**config.mk**
```make
export PLATFORM = sky130hd
export DESIGN_NAME = ram_arbiter
export DESIGN_NICKNAME = d
export VERILOG_FILES = /design/src/rtl/ram_arb_pkg.sv /design/src/rtl/rr_arb2.sv /design/src/rtl/ram_arbiter.sv
export SDC_FILE = /design/constraint.sdc
export NUM_CORES = 1
export LEC_CHECK = 0
export CAP_MARGIN = 40
export CORE_ASPECT_RATIO = 0.7
export CORE_UTILIZATION = 37
export DETAILED_ROUTE_END_ITERATION = 8
export GPL_ROUTABILITY_DRIVEN = 0
export PLACE_DENSITY_LB_ADDON = 0.12
export SYNTH_ARGS = -nofsm -noshare
export SYNTH_HDL_FRONTEND = slang
export SYNTH_HIERARCHICAL = 1
export SYNTH_SLANG_ARGS = --single-unit
export TNS_END_PERCENT = 50
```
**constraint.sdc**
```tcl
create_clock -name clk -period 2.3 [get_ports clk]
set_input_delay 0.46 -clock clk [delete_from_list [all_inputs] [get_ports clk]]
set_output_delay 0.46 -clock clk [all_outputs]
set_load 0.01 [all_outputs]
```
**src/rtl/ram_arb_pkg.sv**
```systemverilog
// Shared types for the instruction/data RAM arbiter: requester ids, the
// response record and the address-legality check used by both ports.
package ram_arb_pkg;

  typedef enum logic {
    REQ_I = 1'b0,
    REQ_D = 1'b1
  } req_id_e;

  typedef struct packed {
    logic        valid;
    req_id_e     id;
    logic        err;
    logic [31:0] data;
  } rsp_t;

  // Misaligned or beyond the end of the attached RAM.
  function automatic logic addr_err(input logic [31:0] addr, input int unsigned words);
    return (addr[1:0] != 2'b00) || ({2'b00, addr[31:2]} >= words);
  endfunction

endpackage

```
**src/rtl/rr_arb2.sv**
```systemverilog
// Two-way round-robin arbiter; bit 0 is the fetch port, bit 1 the data port.
//
//   state | meaning
//   ------+---------------------------------------------------------
//   REQ_I | fetch was granted most recently, a conflict goes to data
//   REQ_D | data was granted most recently, a conflict goes to fetch
module rr_arb2
  import ram_arb_pkg::*;
(
  input  logic       clk,
  input  logic       rst,
  input  logic [1:0] req,
  output logic [1:0] gnt
);

  req_id_e last;
  req_id_e last_next;

  always_ff @(posedge clk) begin
    if (rst) last <= REQ_I;
    else     last <= last_next;
  end

  always_comb begin
    last_next = last;
    if (gnt[1])      last_next = REQ_D;
    else if (gnt[0]) last_next = REQ_I;
  end

  // No grants at all while reset is held, so nothing can start a RAM access.
  always_comb begin
    gnt = 2'b00;
    if (!rst) begin
      if (req == 2'b11) gnt = (last == REQ_I) ? 2'b10 : 2'b01;
      else              gnt = req;
    end
  end

endmodule

```
**src/rtl/ram_arbiter.sv**
```systemverilog
// Shares one single-cycle RAM port between instruction fetch and load/store,
// answering every grant exactly one cycle later.
module ram_arbiter
  import ram_arb_pkg::*;
#(
  parameter int unsigned WORDS = 128
) (
  input  logic        clk,
  input  logic        rst,
  input  logic        i_req,
  input  logic [31:0] i_addr,
  output logic        i_gnt,
  output logic        i_rvalid,
  output logic [31:0] i_rdata,
  output logic        i_err,
  input  logic        d_req,
  input  logic        d_we,
  input  logic [3:0]  d_be,
  input  logic [31:0] d_addr,
  input  logic [31:0] d_wdata,
  output logic        d_gnt,
  output logic        d_rvalid,
  output logic [31:0] d_rdata,
  output logic        d_err,
  output logic        ram_r,
  output logic [3:0]  ram_w,
  output logic [31:0] ram_in,
  output logic [31:0] ram_addr,
  input  logic [31:0] ram_out
);

  logic [1:0]  gnt;
  logic        i_bad;
  logic        d_bad;
  logic        sel_valid;
  logic        sel_err;
  req_id_e     sel_id;
  logic [31:0] sel_data;
  rsp_t        rsp;
  logic        i_hit;
  logic        d_hit;
  logic [31:0] i_hold_data;
  logic [31:0] d_hold_data;
  logic        i_hold_err;
  logic        d_hold_err;

  rr_arb2 u_arb (
    .clk (clk),
    .rst (rst),
    .req ({d_req, i_req}),
    .gnt (gnt)
  );

  assign i_gnt = gnt[0];
  assign d_gnt = gnt[1];

  assign i_bad = addr_err(i_addr, WORDS);
  assign d_bad = addr_err(d_addr, WORDS) || (d_we && (d_be == 4'b0000));

  always_comb begin
    ram_r     = 1'b0;
    ram_w     = 4'b0000;
    ram_in    = 32'h0;
    ram_addr  = 32'h0;
    sel_valid = 1'b0;
    sel_err   = 1'b0;
    sel_id    = REQ_I;
    if (gnt[0]) begin
      sel_valid = 1'b1;
      sel_err   = i_bad;
      ram_addr  = i_addr;
      ram_r     = !i_bad;
    end else if (gnt[1]) begin
      sel_valid = 1'b1;
      sel_id    = REQ_D;
      sel_err   = d_bad;
      ram_addr  = d_addr;
      if (!d_bad) begin
        if (d_we) begin
          ram_w  = d_be;
          ram_in = d_wdata;
        end else begin
          ram_r = 1'b1;
        end
      end
    end
  end

  // Writes and rejected requests answer with zero data.
  assign sel_data = ram_r ? ram_out : 32'h0;

  always_ff @(posedge clk) begin
    if (rst) begin
      rsp <= '0;
    end else if (sel_valid) begin
      rsp.valid <= 1'b1;
      rsp.id    <= sel_id;
      rsp.err   <= sel_err;
      rsp.data  <= sel_data;
    end else begin
      rsp.valid <= 1'b0;
    end
  end

  // Per-port copies so each port keeps its own last answer while the other responds.
  always_ff @(posedge clk) begin
    if (rst) begin
      i_hold_data <= 32'h0;
      i_hold_err  <= 1'b0;
      d_hold_data <= 32'h0;
      d_hold_err  <= 1'b0;
    end else if (rsp.valid) begin
      if (rsp.id == REQ_I) begin
        i_hold_data <= rsp.data;
        i_hold_err  <= rsp.err;
      end else begin
        d_hold_data <= rsp.data;
        d_hold_err  <= rsp.err;
      end
    end
  end

  assign i_hit = !rst && rsp.valid && (rsp.id == REQ_I);
  assign d_hit = !rst && rsp.valid && (rsp.id == REQ_D);

  assign i_rvalid = i_hit;
  assign d_rvalid = d_hit;
  assign i_rdata  = rst ? 32'h0 : (i_hit ? rsp.data : i_hold_data);
  assign d_rdata  = rst ? 32'h0 : (d_hit ? rsp.data : d_hold_data);
  assign i_err    = rst ? 1'b0  : (i_hit ? rsp.err  : i_hold_err);
  assign d_err    = rst ? 1'b0  : (d_hit ? rsp.err  : d_hold_err);

endmodule

```
======== After elaboration in Yosys (flattened, before gate mapping) ========
Cells that the tools add are included.
word-level totals
  register bits after elaboration ......... 102
  output and inout port bits .............. 139
  logic and storage cells ................. 62
cells by class
  $lt $le $gt $ge ......................... 2
  equal/unequal tests ..................... 1
  multiplexer cells ....................... 34
  bitwise gates (word level) .............. 1
  reductions and logical operators ........ 15
operator list
  operator                                                                               number
  32-bit two-way mux                                                                     11
  30-bit by 8-bit greater-or-equal comparator with 1-bit output (second input constant)  2
  1-bit two-way mux                                                                      16
  4-bit two-way mux                                                                      4
  2-bit two-way mux                                                                      3
  2-bit nonzero test                                                                     3
  1-bit logical AND                                                                      4
  4-bit logical NOT                                                                      1
  2-bit AND reduction                                                                    2
  1-bit logical OR                                                                       3
  2-bit == test (second input constant)                                                  1
  1-bit logical NOT                                                                      2
  1-bit NOT                                                                              1

======== Depth between registers and ports, before layout ========
  word-level depth ........................ 7
  gate-level depth with buffers ........... 8
  mapped depth without buffers ............ 6

======== Modules after synthesis ========
The synthesis kept the hierarchy.
modules (own cells, without submodules)
  module       times used  cells each  area an instance (µm²)  seq. area each (µm²)
  ram_arbiter  1           753         5397.7                  2021.9
  rr_arb2      1           7           68.8                    20.0

======== Least setup slack after synthesis ========
No wires, ideal clock.
  path kind ............................... input to output
  start ................................... input d_req
  end ..................................... output ram_r
  data arrival time ....................... 1933 ps
  required time ........................... 1840 ps
  slack ................................... -93 ps
  stages .................................. 7
  buffers on the path ..................... 3
  path through ............................ nor2b_1 nor3b_2 clkbuf_1 clkbuf_1 clkbuf_1 nand4_1 o41ai_1
RTL lines
  what               line               text
  start, declared    ram_arbiter.sv:16  input logic d_req,
  2-bit == test      rr_arb2.sv:34      if (req == 2'b11) gnt = (last == REQ_I) ? 2'b10 : 2'b01;
  2-bit two-way mux  rr_arb2.sv:34
  2-bit two-way mux  rr_arb2.sv:33      if (!rst) begin
  net i_gnt          ram_arbiter.sv:12  output logic i_gnt,
  1-bit two-way mux  ram_arbiter.sv:68  if (gnt[0]) begin
  end, declared      ram_arbiter.sv:25  output logic ram_r,
The timed path passes the listed nets, and every way through them passes these cells.

======== Final worst setup path ========
  start ................................... input i_req
  end ..................................... output ram_in[7]
between the ends
  word-level cells in the longest chain between the ends .. 5
ends and longest elaborated chain
  what                    line               text
  start, declared         ram_arbiter.sv:10  input logic i_req,
  2-bit == test           rr_arb2.sv:34
  2-bit two-way mux (*)   rr_arb2.sv:34
  2-bit two-way mux (*)   rr_arb2.sv:33
  32-bit two-way mux      ram_arbiter.sv:73  end else if (gnt[1]) begin
  32-bit two-way mux (*)  ram_arbiter.sv:68
  end, declared           ram_arbiter.sv:27  output logic [31:0] ram_in,
Mark *: on every way between the ends. The rest lies on a longest branch, timed or not.

==> flow_summary.ini <==
[yosys]
synthArstFlopShare = 0
ys_seq_area_frac = 0.374
synth.distinct_cells = 38
synth.cell_area_um2 = 5470
synth.avg_cell_area_um2 = 7.19
synth_edf_count = 0
ys_seq_elements = 102
syn_nets = 897
synthFlopType = dfxtp_1
yosysWarnings = 6
syn_inst = 760

[min_path]
hold_path_class = flip-flop to flip-flop
hold_depth = 2

[timing]
max-slew-margin-rel = 0.666
hold_viol = 0
period_needed_ps = 2880
final_max_slew_viol_count = 0
timing.final.crit_share = 1.25
worst_pin_slew_ps = 500
setup_viol = 47
fin_ws_ps = -581
fin_tns_setup_ps = -16470
max_freq_ghz = 0.347
fin_hold_ws_ps = 462
rsz0062_at_grt = yes
finClkSkew_ps = 8.70

[worst_setup_path]
path_max_fanout = 4
crit_buf_inv = 8
end_kind = primary output
worstSetupPathType = primary input to primary output
required_ps = 1840
path_cells = clkdlybuf4s15_1, a21oi_2, and2_4, nor4b_4, nand3_2, nor4_4, buf_6, buf_12, buf_16, buf_6, buf_6, buf_6, and2_1, buf_2
reg2reg_depth = 10
critPathMaxStageDelay_ps = 240
cpMostUsedCell = buf_6
cp.depth = 14
cp_slowest_cell = nor4b_4
arrival_ps = 2420
critPathTopFamily = buffers and inverters
critPathLaunchType = primary input

[layout]
antenna_cells = 0
fin_util = 0.664
area_delta_synth_final_pct = 72.4
final_area_um2 = 9430
fin_nets = 1206
fillCellCount = 1292
drive_above_1_share = 0.240
final_cells = 1263

[clock_tree]
h-tree-depth = 3
cts_sinks = 102
cts_hold_buf = 0
numCtsBuffers = 9
clock_latency_ps = 340
root_buffer = clkbuf_16
cts_tree = done
path_clk_slew_ps = 60
cts_max_path_buffers = 2

[global_route]
grt_pass1_wl_um = 31800
track_usage = 0.261
grt_pass1_vias = 5774
grt_max_degree = 139
grt_overflow = 0
antenna_found_initial = 0

[pwr]
finalPower_mw = 4.17
ir_worst_vdd_v = 0.000403
leakagePower_nw = 4.38
power.density_nw_per_um2 = 443

[placement]
place_area_um2 = 8760
post-place-ws_ps = -967
numPortBuffers = 275
placedCellCount = 1213
dpl.hpwl_um = 14200

[die]
die-height_um = 104
num_io_pins = 276
die_w_um = 147
core_area_um2 = 14200
dieArea_um2 = 15300
fp-row-count = 36
start_util = 0.385

[status]
status = complete, but fails checks
violations = negative setup slack

[detailed_routing]
ant_nets = 0
drc = 0
via_per_inst = 4.97
wirelength_um = 20400
dr_total_vias = 6271
wl_per_cell_um = 16.1
drtIter0Drc = 305
firstDrtPassIters = 5

[flow_run]
cap_violations = 0
per-layer routing:
metal / GRT usage / part of all wire / routed length (um)
met4: 0.0515 / 0.014 / 284
met1: 0.367 / 0.48 / 9750
met2: 0.402 / 0.45 / 9180
met3: 0.0639 / 0.058 / 1180
met5: 0 / 0 / 0
worst min-delay path: stages, from the launching register on:
cell and delay, ps:
dfxtp_1 300, nand2_1 60, a21oi_1 60
Yosys cell counts, types with 2 or more instances:
library cell,count,area share
nor4_1,10,0.011
a22o_1,8,0.013
nor3_1,2,0.0018
o211ai_1,6,0.0082
clkbuf_1,46,0.032
buf_1,8,0.0055
nor4_2,2,0.0046
o21ai_0,25,0.023
nand2b_1,2,0.0023
inv_1,35,0.024
nor2_1,6,0.0041
buf_2,5,0.0046
nand2_1,247,0.17
dfxtp_1,102,0.37
nor2b_1,4,0.0046
a21oi_1,132,0.12
o21a_1,2,0.0027
or4_1,32,0.044
nor4_4,4,0.016
nand4_1,2,0.0023
and3_1,2,0.0023
buf_6,3,0.0062
and2_1,35,0.040
o211ai_2,26,0.060
cell usage in the layout, fill, tap and decap left out, drive strengths merged, types with 3 or more instances in the layout:
cell type	count
buf	156
dlymetal6s2s	15
clkbuf	12
o21ai	25
nor2	7
clkdlybuf4s15	9
inv	36
a21oi	133
o211ai	32
nand4	3
nor2b	4
a22o	8
clkdlybuf4s50	113
nor4	16
and2	35
dfxtp	102
nand2	247
dlygate4sd2	67
or4	32
area by class of cell:
cell class | count | area [um^2] | share of cell area
Tap cell | 190 | 238 | 0.0252
Timing Repair Buffer | 361 | 3470 | 0.368
Clock buffer | 11 | 253 | 0.0268
Clock inverter | 4 | 77.6 | 0.00823
Multi-Input combinational cell | 560 | 3210 | 0.340
Inverter | 35 | 131 | 0.0139
Sequential cell | 102 | 2050 | 0.217
path summary, 6_finish.rpt:
path,from,to,slack (ps)
max,i_req,ram_in[7],-580
min,i_hold_data[31],i_hold_data[31],460
max reg2reg,u_arb/last,rsp[9],40
min reg2reg,i_hold_data[31],i_hold_data[31],460
state kept, by name, summed over array words and instances (netlist names):
| register | cells |
|---|---|
| d_hold_data | 32 |
| d_hold_err | 1 |
| i_hold_data | 32 |
| i_hold_err | 1 |
| rsp | 35 |
| u_arb/last | 1 |
kinds of logic (layout without fill, tap and decap cells):
logic type	Yosys count	count (layout)	share of synthesized area
buffers and inverters	98	411	0.0732
AO/OA/AOI/OAI	203	203	0.233
flip-flops	102	102	0.374
AND/OR/NAND/NOR	357	357	0.320
what timing repair did:
| action | in CTS | in global routing |
|---|---|---|
| setup buffers | 25 | 7 |
| gates cloned | 4 | 0 |
| resized for setup | 419 | 79 |
| setup endpoints to repair | 138 | 113 |
| pin swaps | 17 | 13 |
where the power goes:
group          internal [mW]  switching (mW)  total, mW
clock network           1.01           0.664       1.68
logic                  0.385           0.331      0.716
registers               1.77         0.00609       1.78
(Power assumes the default switching activity.)
==> edit (config.mk and constraints unchanged) <==
Make the reset (`rst`) asynchronous in 3 clocked blocks.
--- a/src/rtl/rr_arb2.sv
+++ b/src/rtl/rr_arb2.sv
@@ -18,3 +18,3 @@
 
-  always_ff @(posedge clk) begin
+  always_ff @(posedge clk or posedge rst) begin
     if (rst) last <= REQ_I;
--- a/src/rtl/ram_arbiter.sv
+++ b/src/rtl/ram_arbiter.sv
@@ -91,3 +91,3 @@
 
-  always_ff @(posedge clk) begin
+  always_ff @(posedge clk or posedge rst) begin
     if (rst) begin
@@ -105,3 +105,3 @@
   // Per-port copies so each port keeps its own last answer while the other responds.
-  always_ff @(posedge clk) begin
+  always_ff @(posedge clk or posedge rst) begin
     if (rst) begin
Formal check against the unedited RTL: same outputs for any inputs over 4 cycles, from zero or initial values and one cycle with rst high; that may be too few to reach the edited logic, so the function may still have changed.
==> edit against the unedited design <==
Wire length rose by 8.6%. Synthesized area is 0.82% lower. Setup slack better by 0.33 ns. Cell count is 13% lower. The flow still finishes with violations (setup timing). Register-to-register slack improved by 0.11 ns. Sequential cell count did not move. Combinational power is 42% higher. Maximum frequency rose by 13%. Die area decreased by 0.81%. Via count shrank 8.3%. Total power up 9.8%. Sequential share of layout area grew 4.5 points. Design area up 3.4%. Critical path type unchanged.
==> edit: results (changes against the unedited design) <==
Parameter                              Value

Worst setup path
  Register-to-Register Setup Slack ... 0.15 ns (+0.11 ns)
  Largest fanout on the critical path ... 8 (+4)
  Critical R2R Capture ... rsp[32]
  Worst setup startpoint ... rst
  Cell with the largest stage delay on the worst path ... sky130_fd_sc_hd__or2b_1
  Reg-to-reg startpoint ... u_arb/last

Min path
  Min-delay worst type ... input pin to async pin

Timing
  Setup TNS ... -6.60 ns (+9.87 ns)
  Final critical-path setup slack ... -0.250 ns (+0.331 ns)
  Worst-Margin Slew ... 0.404 ns (-0.0966 ns)
  Number of endpoints failing setup at the final stage ... 57 (+21%)
  Final setup skew ... 0.00937 ns (+0.000676 ns)

Global route
  Via count of the first global-routing pass ... 5,814 (+0.69%)
  Wire length of the first global-routing pass ... 32,400 um (+2.0%)
  Maximum number of pins on one net before global-route repair ... 37 (-73%)
  Met3 demand-to-capacity share in global routing ... 0.0592 (-0.00467)
  Met2 usage ... 0.501 (+0.0993)
  Met1 track demand over resource ... 0.339 (-0.0284)

Status
  Violations in the final reports ... setup timing
  Run status ... finished, violations left

Cells and area
  Layout filler cell count ... 1,079 (-16%)
  Fraction of layout cells with a size suffix above 1 ... 0.451 (+0.210)
  Area of all placed cells without fillers ... 9750 um^2 (+3.4%)
  Number of nets in the final layout ... 1,046 (-13%)

Routing
  Total wire length after detailed routing ... 22,100 um (+8.6%)
  Routed length on met3 ... 1380 um (+17%)
  WL met2 ... 11,000 um (+20%)
  Drt first pass iters ... 8 (+3)
  Mean number of vias per cell ... 5.22 (+5.1%)

Power and ir drop
  Leak ... 4.87 nW (+11%)
  Worst voltage drop across the vdd grid ... 391 uV (-3.0%)

Logic synthesis
  Top FF cell, synth ... sky130_fd_sc_hd__dfrtp_1
  Post-synthesis compound-gate area fraction ... 0.125 (-0.108)
  Distinct cell type count of the synthesized netlist ... 35 (-7.9%)

Placement
  Post-Place Worst Slack ... -0.972 ns (-0.00566 ns)
  Inst Count DP ... 1,026 (-15%)
[edit: cell types whose count changed in the layout (fill, tap and decap cells not counted), moves of 26 or more]
cell                            change
sky130_fd_sc_hd__a21oi_1          -132
sky130_fd_sc_hd__a32oi_1           +32
sky130_fd_sc_hd__and2_1            +45
sky130_fd_sc_hd__buf_4             +39
sky130_fd_sc_hd__clkbuf_2          +67
sky130_fd_sc_hd__dfrtp_1          +102
sky130_fd_sc_hd__dfxtp_1           -99
sky130_fd_sc_hd__dlygate4sd2_1     -52
sky130_fd_sc_hd__inv_1             -32
sky130_fd_sc_hd__mux2_2            +41
sky130_fd_sc_hd__nand2_1          -165
sky130_fd_sc_hd__o211ai_2          -26
[edit: how the worst min path moves through the flow]
stage | slack (ns) | endpoint | depth (start not counted) | from
after floorplan | 0.19 | u_arb/last | 1 | rst
after global placement | 0.47 | d_hold_data[19] | 1 | d_hold_data[19]
after detailed placement | 0.48 | i_hold_data[2] | 1 | i_hold_data[2]
after CTS | 0.11 | u_arb/last | 3 | rst
after global routing | 0.12 | u_arb/last | 3 | rst
final | 0.12 | u_arb/last | 3 | rst
[edit: final cells by class]
class / count / area share
Clock inverter: 5 / 0.0110
Tap cell: 190 / 0.0244
Inverter: 6 / 0.00282
Clock buffer: 9 / 0.0231
Sequential cell: 102 / 0.262
Timing Repair Buffer: 403 / 0.372
Multi-Input combinational cell: 387 / 0.305
[edit: repair_timing]
action / CTS / global route
endpoints found under the setup margin: 141 / 126
gates cloned: 8 / 5
pin swaps: 27 / 21
setup buffers: 43 / 20
gates resized for setup: 504 / 217
[edit: power by group]
group | switching, W | leakage [nW] | internal [W]
sequential | 0.0000183 | 1.41 | 0.00182
combinational | 0.000459 | 3.30 | 0.000559
clock | 0.000667 | 0.162 | 0.00106
total | 0.00114 | 4.87 | 0.00344
